<file path="src/rtl/risc8_intc_if.sv">
// risc8_intc_if: interrupt lines, COM bus and core handshake bundle for the interrupt controller
interface risc8_intc_if #(parameter int NSRC = 8);
  logic [NSRC-1:0] irq_in;
  logic [7:0]      com_addr;
  logic [7:0]      com_wr;
  logic            com_we;
  logic [7:0]      com_rd;
  logic            int_req;
  logic            int_ack;
  logic            int_ret;
  logic [2:0]      int_id;
  logic [15:0]     int_vec;
  modport master (
    output irq_in, com_addr, com_wr, com_we, int_ack, int_ret,
    input  com_rd, int_req, int_id, int_vec
  );
  modport slave (
    input  irq_in, com_addr, com_wr, com_we, int_ack, int_ret,
    output com_rd, int_req, int_id, int_vec
  );
endinterface

</file>
<file path="src/rtl/risc8_intc.sv">
// risc8_intc: edge-latched, fixed-priority interrupt controller with COM-bus registers
module risc8_intc #(
  parameter int          NSRC      = 8,
  parameter logic [7:0]  BASE_ADDR = 8'hF0,
  parameter logic [15:0] VEC_BASE  = 16'h0004
) (
  input logic          clk,
  input logic          rst,
  risc8_intc_if.slave  bus
);
  localparam logic [1:0] S_IDLE = 2'b00;
  localparam logic [1:0] S_REQ  = 2'b01;
  localparam logic [1:0] S_SVC  = 2'b10;
  logic [1:0]      r_state;
  logic            r_gie;
  logic [NSRC-1:0] r_mask;
  logic [NSRC-1:0] r_pend;
  logic [NSRC-1:0] r_prev;
  logic [2:0]      r_id;
  logic [8:0]      w_diff;
  logic            w_hit;
  logic            w_elig;
  logic            w_ack;
  logic            w_ret;
  logic [2:0]      w_cand;
  logic [NSRC-1:0] w_edge;
  logic [NSRC-1:0] w_cm;
  logic [NSRC-1:0] w_ack_clr;
  logic [NSRC-1:0] w_w1c;
  // 9-bit offset so addresses below the window wrap to a large value and miss
  assign w_diff    = {1'b0, bus.com_addr} - {1'b0, BASE_ADDR};
  assign w_hit     = w_diff < 9'd4;
  assign w_edge    = bus.irq_in & ~r_prev;
  assign w_cm      = r_pend & r_mask;
  assign w_elig    = r_gie & |w_cm;
  assign w_ack     = r_state == S_REQ && bus.int_ack;
  assign w_ret     = r_state == S_SVC && bus.int_ret;
  assign w_ack_clr = w_ack ? NSRC'(1) << r_id : '0;
  assign w_w1c     = (bus.com_we && w_hit && w_diff[1:0] == 2'd2) ? bus.com_wr[NSRC-1:0] : '0;
  // lowest-index pending and unmasked source wins
  always_comb begin
    w_cand = '0;
    for (int i = NSRC - 1; i >= 0; i--)
      if (w_cm[i]) w_cand = 3'(i);
  end
  assign bus.com_rd  = !w_hit                ? 8'h00 :
                       w_diff[1:0] == 2'd0   ? {7'b0, r_gie} :
                       w_diff[1:0] == 2'd1   ? 8'(r_mask) :
                       w_diff[1:0] == 2'd2   ? 8'(r_pend) :
                                               {r_state, 3'b0, r_id};
  assign bus.int_req = r_state == S_REQ;
  assign bus.int_id  = r_id;
  assign bus.int_vec = VEC_BASE + {11'b0, r_id, 2'b00};
  // control registers written from the COM bus
  always_ff @(posedge clk) begin
    if (rst) begin
      r_gie  <= 1'b0;
      r_mask <= '0;
    end else begin
      if (bus.com_we && w_hit && w_diff[1:0] == 2'd0) r_gie <= bus.com_wr[0];
      if (bus.com_we && w_hit && w_diff[1:0] == 2'd1) r_mask <= bus.com_wr[NSRC-1:0];
    end
  end
  // edge capture; a fresh edge overrides any clear in the same cycle
  always_ff @(posedge clk) begin
    if (rst) begin
      r_prev <= '0;
      r_pend <= '0;
    end else begin
      r_prev <= bus.irq_in;
      r_pend <= w_edge | (r_pend & ~w_ack_clr & ~w_w1c);
    end
  end
  // request sequencer; the id is frozen from IDLE->REQ until the next request
  always_ff @(posedge clk) begin
    if (rst) begin
      r_state <= S_IDLE;
      r_id    <= '0;
    end else begin
      r_state <= (r_state == S_IDLE && w_elig) ? S_REQ :
                 w_ack ? S_SVC :
                 w_ret ? S_IDLE : r_state;
      if (r_state == S_IDLE && w_elig) r_id <= w_cand;
    end
  end
endmodule

</file>
<file path="src/flat_wrapper.sv">
// flat-port wrapper written by rule: the top's interface ports become plain ports
module risc8_intc_flat 
#(
  parameter int          NSRC      = 8,
  parameter logic [7:0]  BASE_ADDR = 8'hF0,
  parameter logic [15:0] VEC_BASE  = 16'h0004
)
  (clk, rst, bus_irq_in, bus_com_addr, bus_com_wr, bus_com_we, bus_int_ack, bus_int_ret, bus_com_rd, bus_int_req, bus_int_id, bus_int_vec);
  risc8_intc_if #(.NSRC(NSRC)) bus_i ();
  input logic clk;
  input logic rst;
  input wire logic [$bits(bus_i.irq_in)-1:0] bus_irq_in;
  input wire logic [$bits(bus_i.com_addr)-1:0] bus_com_addr;
  input wire logic [$bits(bus_i.com_wr)-1:0] bus_com_wr;
  input wire logic [$bits(bus_i.com_we)-1:0] bus_com_we;
  input wire logic [$bits(bus_i.int_ack)-1:0] bus_int_ack;
  input wire logic [$bits(bus_i.int_ret)-1:0] bus_int_ret;
  output wire logic [$bits(bus_i.com_rd)-1:0] bus_com_rd;
  output wire logic [$bits(bus_i.int_req)-1:0] bus_int_req;
  output wire logic [$bits(bus_i.int_id)-1:0] bus_int_id;
  output wire logic [$bits(bus_i.int_vec)-1:0] bus_int_vec;
  assign bus_i.irq_in = bus_irq_in;
  assign bus_i.com_addr = bus_com_addr;
  assign bus_i.com_wr = bus_com_wr;
  assign bus_i.com_we = bus_com_we;
  assign bus_i.int_ack = bus_int_ack;
  assign bus_i.int_ret = bus_int_ret;
  assign bus_com_rd = bus_i.com_rd;
  assign bus_int_req = bus_i.int_req;
  assign bus_int_id = bus_i.int_id;
  assign bus_int_vec = bus_i.int_vec;
  risc8_intc #(.NSRC(NSRC), .BASE_ADDR(BASE_ADDR), .VEC_BASE(VEC_BASE)) u_core (.clk(clk), .rst(rst), .bus(bus_i));
endmodule
</file>
<file path="config.mk">
export PLATFORM = sky130hd
export DESIGN_NAME = risc8_intc_flat
export DESIGN_NICKNAME = d
export VERILOG_FILES = /design/src/rtl/risc8_intc_if.sv /design/src/rtl/risc8_intc.sv /design/src/flat_wrapper.sv
export SDC_FILE = /design/constraint.sdc
export NUM_CORES = 1
export LEC_CHECK = 0
export ABC_AREA = 1
export CORE_ASPECT_RATIO = 0.7
export CORE_MARGIN = 2
export CORE_UTILIZATION = 40
export DETAILED_ROUTE_END_ITERATION = 8
export DONT_BUFFER_PORTS = 1
export MAX_ROUTING_LAYER = met4
export PLACE_DENSITY = 0.64
export SETUP_SLACK_MARGIN = 0.3
export SYNTH_ARGS = -nofsm -noshare
export SYNTH_HDL_FRONTEND = slang
export SYNTH_SLANG_ARGS = --single-unit
export TNS_END_PERCENT = 100
</file>
<file path="constraint.sdc">
create_clock -name clk -period 2.55 [get_ports clk]
set_clock_uncertainty 0.1 [all_clocks]
set_input_delay 0.6375 -clock clk [delete_from_list [all_inputs] [get_ports clk]]
set_output_delay 0.6375 -clock clk [all_outputs]
set_load 0.01 [all_outputs]
</file>
==> flow_summary.json, run 1 <==
{
  "initial_core_util_pct": 41.1,
  "ctsHoldBuffers": 0,
  "vdd_drop_max_mv": 0.267,
  "power_leakage_nw": 0.932,
  "synth_warnings": 0,
  "clk_pin_slew_worst_paths_ps": 70,
  "cap_violations": 0,
  "drtIter0Drc": 115,
  "stdcell_count": 330,
  "seqPwrFrac_pct": 50.7,
  "clock_path_buffers": 2,
  "io_buffers": 0,
  "clk_latency_ps": 280,
  "insertedDiodeCount": 0,
  "fmax_ghz": 0.443,
  "die_width_um": 83.5,
  "hold_path_startpoint": "rst",
  "hold_depth": 1,
  "synth_seq_area_share_pct": 33.9,
  "tns_ps": 0,
  "fin_nets": 310,
  "cp-start-kind": "input pin",
  "startpoint": "bus_com_addr[0]",
  "power_switching_mw": 0.257,
  "grt_pass1_wl_mm": 7.24,
  "cp-end-kind": "output port",
  "p_int_mw": 0.729,
  "place.gp.congestion": 0.885,
  "timing.rr.end": "u_core.r_pend[7]",
  "core_mm2": 0.00430,
  "criticalPathCategory": "in2out",
  "rsz0062_at_grt": "true",
  "post-synth-top-area-fraction_pct": 33.9,
  "period_minus_slack_ps": 2260,
  "crit_fanout": 7,
  "reg2reg_depth": 9,
  "hold-path-endpoint": "u_core.r_prev[5]",
  "clkSinkCount": 30,
  "antenna_left": 0,
  "avgSynthCellArea_um2": 6.53,
  "dpl.cell_count": 322,
  "grt.total_usage_pct": 19.7,
  "yosysTopAreaCell": "dfxtp_1",
  "via_count": 1586,
  "holdCritPathClass": "in2reg",
  "slew_headroom_pct": 66.7,
  "p_per_area_mw_per_mm2": 500,
  "fillers": 466,
  "synth_area_mm2": 0.00177,
  "overflow": 0,
  "setup_violations": 0,
  "maxSlewViolCount": 0,
  "clockRootBuffer": "clkbuf_8",
  "synthTopCellsByArea": "dfxtp_1 (34%), nand2_1 (16%), inv_1 (8.7%)",
  "yosysUniqueCellTypes": 26,
  "grt_antenna_before_repair": 0,
  "grt_pass1_vias": 1505,
  "seq_area_um2": 602,
  "ys_seq_elements": 30,
  "htreeDepth": 2,
  "io_pins": 57,
  "dr.pass1.iters": 4,
  "grt_max_degree": 17,
  "drt-vias-per-instance": 4.81,
  "post-route-period-util_pct": 88.5,
  "drive_gt1_share_pct": 12.0,
  "critical_path_required_ps": 1810,
  "cts_buffers": 5,
  "clock_power_share_pct": 41.1,
  "comb_power_share_pct": 8.2,
  "rows": 20,
  "r2r_start": "u_core.r_state[0]",
  "cts_tree": "built",
  "die_y_um": 59.7,
  "switching_share_pct": 26.1,
  "critPathArrivalTime_ps": 1520,
  "area_growth_syn_to_layout_pct": 11.3,
  "wirelength_mm": 4.47,
  "die_area_mm2": 0.00498,
  "hold_violations": 0,
  "drc": 0,
  "status": "finished, final reports clean",
  "r2r_slack_ps": 1070,
  "multi_input_area_mm2": 0.00101,
  "post_cts_buffers": 0,
  "syn_inst": 271,
  "worst_slew_pin_slew_ps": 494,
  "dp_hpwl_mm": 3.52,
  "wl_per_cell_um": 13.5
}
## Yosys cell counts
| master | n |
|---|---|
| nand2_2 | 3 |
| nor2_1 | 36 |
| nand3_1 | 13 |
| clkbuf_1 | 1 |
| o31ai_1 | 1 |
| nor2_4 | 3 |
| o22ai_1 | 2 |
| buf_4 | 15 |
| nand4_1 | 9 |
| conb_1 | 1 |
| clkinv_1 | 1 |
| o211ai_1 | 1 |
| dfxtp_1 | 30 |
| a211oi_1 | 2 |
| buf_6 | 1 |
| a31oi_1 | 3 |
| ha_1 | 7 |
| nand3_4 | 1 |
| buf_1 | 1 |
| inv_2 | 1 |
| o21ai_0 | 12 |
| inv_1 | 41 |
| nor3_1 | 4 |
| a21oi_1 | 7 |
| buf_2 | 1 |
| nand2_1 | 74 |
## kinds of logic (layout without fill, tap and decap cells)
logic type | Yosys count | in the layout | share of synthesized area, %
buf+inv | 62 | 55 | 16.8
other cells | 1 | 12 | 0.212
fa+ha+maj | 7 | 7 | 4.95
simple gates | 143 | 143 | 35.3
flops | 30 | 30 | 33.9
compound gates | 28 | 28 | 8.83
## cells in the final DEF (no fill, tap or decap), types with 3 or more instances in the layout
| cell | synthesis | final |
|---|---|---|
| nand2_1 | 74 | 74 |
| o21ai_0 | 12 | 12 |
| clkbuf_8 | 0 | 6 |
| inv_1 | 41 | 39 |
| nor2_1 | 36 | 35 |
| ha_1 | 7 | 6 |
| nor3_1 | 4 | 3 |
| nand4_1 | 9 | 9 |
| dfxtp_1 | 30 | 29 |
| conb_1 | 1 | 12 |
| a21oi_1 | 7 | 3 |
| nand3_1 | 13 | 12 |
| inv_2 | 1 | 3 |
| buf_4 | 15 | 4 |
| nor2_4 | 3 | 3 |
| a31oi_1 | 3 | 3 |
## worst max path at each step
stage	depth (start not counted)	slack [ps]	end
after floorplan	7	220	bus_com_rd[1]
after global placement	6	280	bus_com_rd[5]
after detailed placement	6	250	bus_com_rd[5]
after CTS	6	280	bus_com_rd[5]
after global routing	6	250	bus_com_rd[6]
final	5	290	bus_com_rd[6]
## power groups by stage
stage | combinational [mW] | clock [mW] | sequential, mW
2_1_floorplan | 0.0828 | 0 | 0.506
3_3_place_gp | 0.0763 | 0 | 0.510
3_5_place_dp | 0.0776 | 0 | 0.511
4_1_cts | 0.0780 | 0.408 | 0.500
5_1_grt | 0.0932 | 0.429 | 0.502
6_report | 0.0806 | 0.405 | 0.500
## critical path: stages
cell	delay, ps
inv_2	30
nor2_4	200
inv_1	130
o21ai_0	430
a211oi_4	90
## metal layers
| layer | global-route usage (%) | share of wire [%] | vias to the layer above |
|---|---|---|---|
| li1 | - | - | 824 |
| met1 | 26.0 | 48 | 688 |
| met2 | 29.4 | 41 | 72 |
| met3 | 6.63 | 10 | 2 |
| met4 | 4.84 | 0.22 | 0 |
| met5 | - | 0 | - |
## layout make-up
type                    instances  share of cell area [%]
multi-input cells             190                    51.4
flip-flops and latches         30                    30.5
inverters                      43                    8.19
clock buffers                   6                    4.19
well taps                      55                    3.49
repair buffers                  4                    1.52
clock inverters                 2                   0.635
## sequential cells by signal, indices dropped and copies added (netlist names)
register and flops:
u_core.r_mask 8, u_core.r_pend 8, u_core.r_prev 8, u_core.bus.int_id 3
u_core.r_state 2, u_core.r_gie 1
## timing repair
action | 4_1_cts | 5_1_grt
hold endpoints to repair | 0 | 0
pin swaps | 1 | 2
resized for setup | 0 | 8
endpoints found under the setup margin | 4 | 8
## metrics by stage
stage          utilization (%)  cell area (um2)  hold slack [ps]  total power, mW  setup WS, ps
4_1_cts                   45.0             1940              312            0.987           275
3_5_place_dp              42.8             1840              304            0.589           253
5_1_grt                   45.8             1970              307             1.02           248
3_3_place_gp              42.8             1840              302            0.586           278
2_1_floorplan                -             1880              299            0.588           221
6_report                  45.8             1970              314            0.986           293
(Power assumes the default switching activity.)
==> run 2: changes to the inputs <==
--- a/config.mk
+++ b/config.mk
@@ -10,9 +10,8 @@
 export CORE_MARGIN = 2
 export CORE_UTILIZATION = 40
 export DETAILED_ROUTE_END_ITERATION = 8
-export DONT_BUFFER_PORTS = 1
 export MAX_ROUTING_LAYER = met4
-export PLACE_DENSITY = 0.64
+export PLACE_DENSITY = 0.81
 export SETUP_SLACK_MARGIN = 0.3
 export SYNTH_ARGS = -nofsm -noshare
 export SYNTH_HDL_FRONTEND = slang
==> flow_summary.json, run 2 (synthesis results as in run 1) <==
{
  "whs_ps": 313,
  "critical_path_required_ps": 1810,
  "fin_nets": 365,
  "io_pins": 57,
  "final_cell_mix": "nand2_1 (74), inv_1 (34), nor2_1 (33)",
  "cts_buffers": 5,
  "rsz0062_at_grt": "true",
  "grt.total_usage_pct": 22.4,
  "dp_hpwl_mm": 3.84,
  "antenna_left": 0,
  "drc": 0,
  "criticalPathCategory": "in2out",
  "grt_antenna_before_repair": 0,
  "dr.pass1.iters": 5,
  "reg.largest.list": "u_core.r_mask (8), u_core.r_pend (8), u_core.r_prev (8)",
  "p_per_area_mw_per_mm2": 428,
  "clkSinkCount": 30,
  "crit_fanout": 4,
  "post-route-period-util_pct": 96.7,
  "critPathArrivalTime_ps": 1730,
  "wl_per_cell_um": 12.8,
  "insertedDiodeCount": 0,
  "drt-vias-per-instance": 4.69,
  "power_leakage_nw": 1.20,
  "path_cells": "buf_8 -> ha_4 -> inv_4 -> nand3_4 -> nor2_4 -> buf_12 -> inv_6 -> a21oi_2 -> buf_2",
  "period_minus_slack_ps": 2460,
  "hold_violations": 0,
  "grt_pass1_wl_mm": 8.22,
  "clock_path_buffers": 2,
  "area_growth_syn_to_layout_pct": 38.7,
  "fin_area_mm2": 0.00245,
  "finish.utilization_pct": 57.0,
  "setup_violations": 0,
  "grt_max_degree": 17,
  "clk_latency_ps": 290,
  "cpPeakStageDelay_ps": 230,
  "wirelength_mm": 4.92,
  "die_y_um": 59.7,
  "clk_pin_slew_worst_paths_ps": 60,
  "cap_violations": 0,
  "ctsHoldBuffers": 0,
  "core_mm2": 0.00430,
  "dp_slack_ps": -756,
  "clockRootBuffer": "clkbuf_8",
  "vdd_drop_max_mv": 0.241,
  "fmax_ghz": 0.406,
  "tns_ps": 0,
  "holdCritPathClass": "reg2reg",
  "drive_gt1_share_pct": 19.7,
  "htreeDepth": 2,
  "layout_setup_ws_ps": 85.4,
  "slowest_stage": "ha_4",
  "overflow": 0,
  "dpl_cell_area_mm2": 0.00235,
  "cts_tree": "built",
  "die_area_mm2": 0.00498,
  "maxSlewViolCount": 0,
  "grt_pass1_vias": 1748,
  "cp-end-kind": "output port",
  "die_width_um": 83.5,
  "final_common_cell": "nand2_1",
  "place.gp.congestion": 0.951,
  "cp-start-kind": "input pin",
  "via_count": 1804,
  "status": "finished, final reports clean",
  "drtIter0Drc": 116,
  "rows": 20,
  "initial_core_util_pct": 41.1,
  "io_buffers": 44
}
[run 2: cell types whose count changed in the layout (fill, tap and decap cells not counted), moves of 2 or more]
| cell | before | now |
|---|---|---|
| a21oi_2 | 2 | 4 |
| a21oi_4 | 2 | 0 |
| buf_2 | 0 | 10 |
| buf_4 | 4 | 12 |
| buf_6 | 0 | 3 |
| clkbuf_2 | 0 | 2 |
| clkdlybuf4s50_1 | 0 | 25 |
| dlygate4sd2_1 | 0 | 4 |
| inv_1 | 39 | 34 |
| inv_2 | 3 | 6 |
| nor2_1 | 35 | 33 |
| o21ai_0 | 12 | 10 |
| o21ai_1 | 0 | 2 |
[run 2: through the flow]
stage / std cells / power, mW
floorplan: 282 / 0.588
global placement: 375 / 0.651
detailed placement: 375 / 0.654
CTS: 385 / 1.06
global route: 385 / 1.10
finish: 385 / 1.05
[run 2: timing repair]
item                       CTS  global route
cloned                       0             0
setup endpoints to repair   19             9
setup buffers                2             0
resized for setup           80             5
pin swaps                   13             5
[run 2: report_power, final]
part	internal (mW)	switching (mW)	leakage, nW
Sequential	0.488	0.0122	0.247
Combinational	0.0725	0.0790	0.905
Clock	0.217	0.182	0.0482
[run 2: final cells by class]
| class | instances | area, um2 |
|---|---|---|
| Inverter | 43 | 169 |
| Multi-Input combinational cell | 190 | 1010 |
| Fill cell | 433 | 1850 |
| Timing Repair Buffer | 59 | 514 |
| Clock buffer | 7 | 86.3 |
| Clock inverter | 1 | 5.00 |
| Sequential cell | 30 | 603 |
| Tap cell | 55 | 68.8 |
[run 2: final timing paths]
check,start,end,slack (ps),cells past startpoint
worst min register to register,u_core.r_prev[5],u_core.r_pend[5],310,1
worst max register to register,u_core.r_state[1],u_core.bus.int_id[0],1110,5
worst max-delay path,bus_com_addr[5],bus_com_rd[3],90,9
worst min-delay path,u_core.r_prev[5],u_core.r_pend[5],310,1
[run 2: layer usage]
| layer | vias to the layer above | global-route usage, % | wire (um) |
|---|---|---|---|
| met2 | 61 | 35.9 | 2190 |
| met1 | 805 | 28.4 | 2290 |
| met3 | 7 | 4.83 | 381 |
| met5 | - | - | 0 |
| li1 | 931 | - | - |
| met4 | 0 | 8.06 | 60 |
[run 2: critical path, delay by kind of cell]
family                   cells  cell delay [ps]
AND/OR/NAND/NOR              2              270
buffers and inverters        5              480
AO/OA/AOI/OAI                1              100
adder cells (fa/ha/maj)      1              230
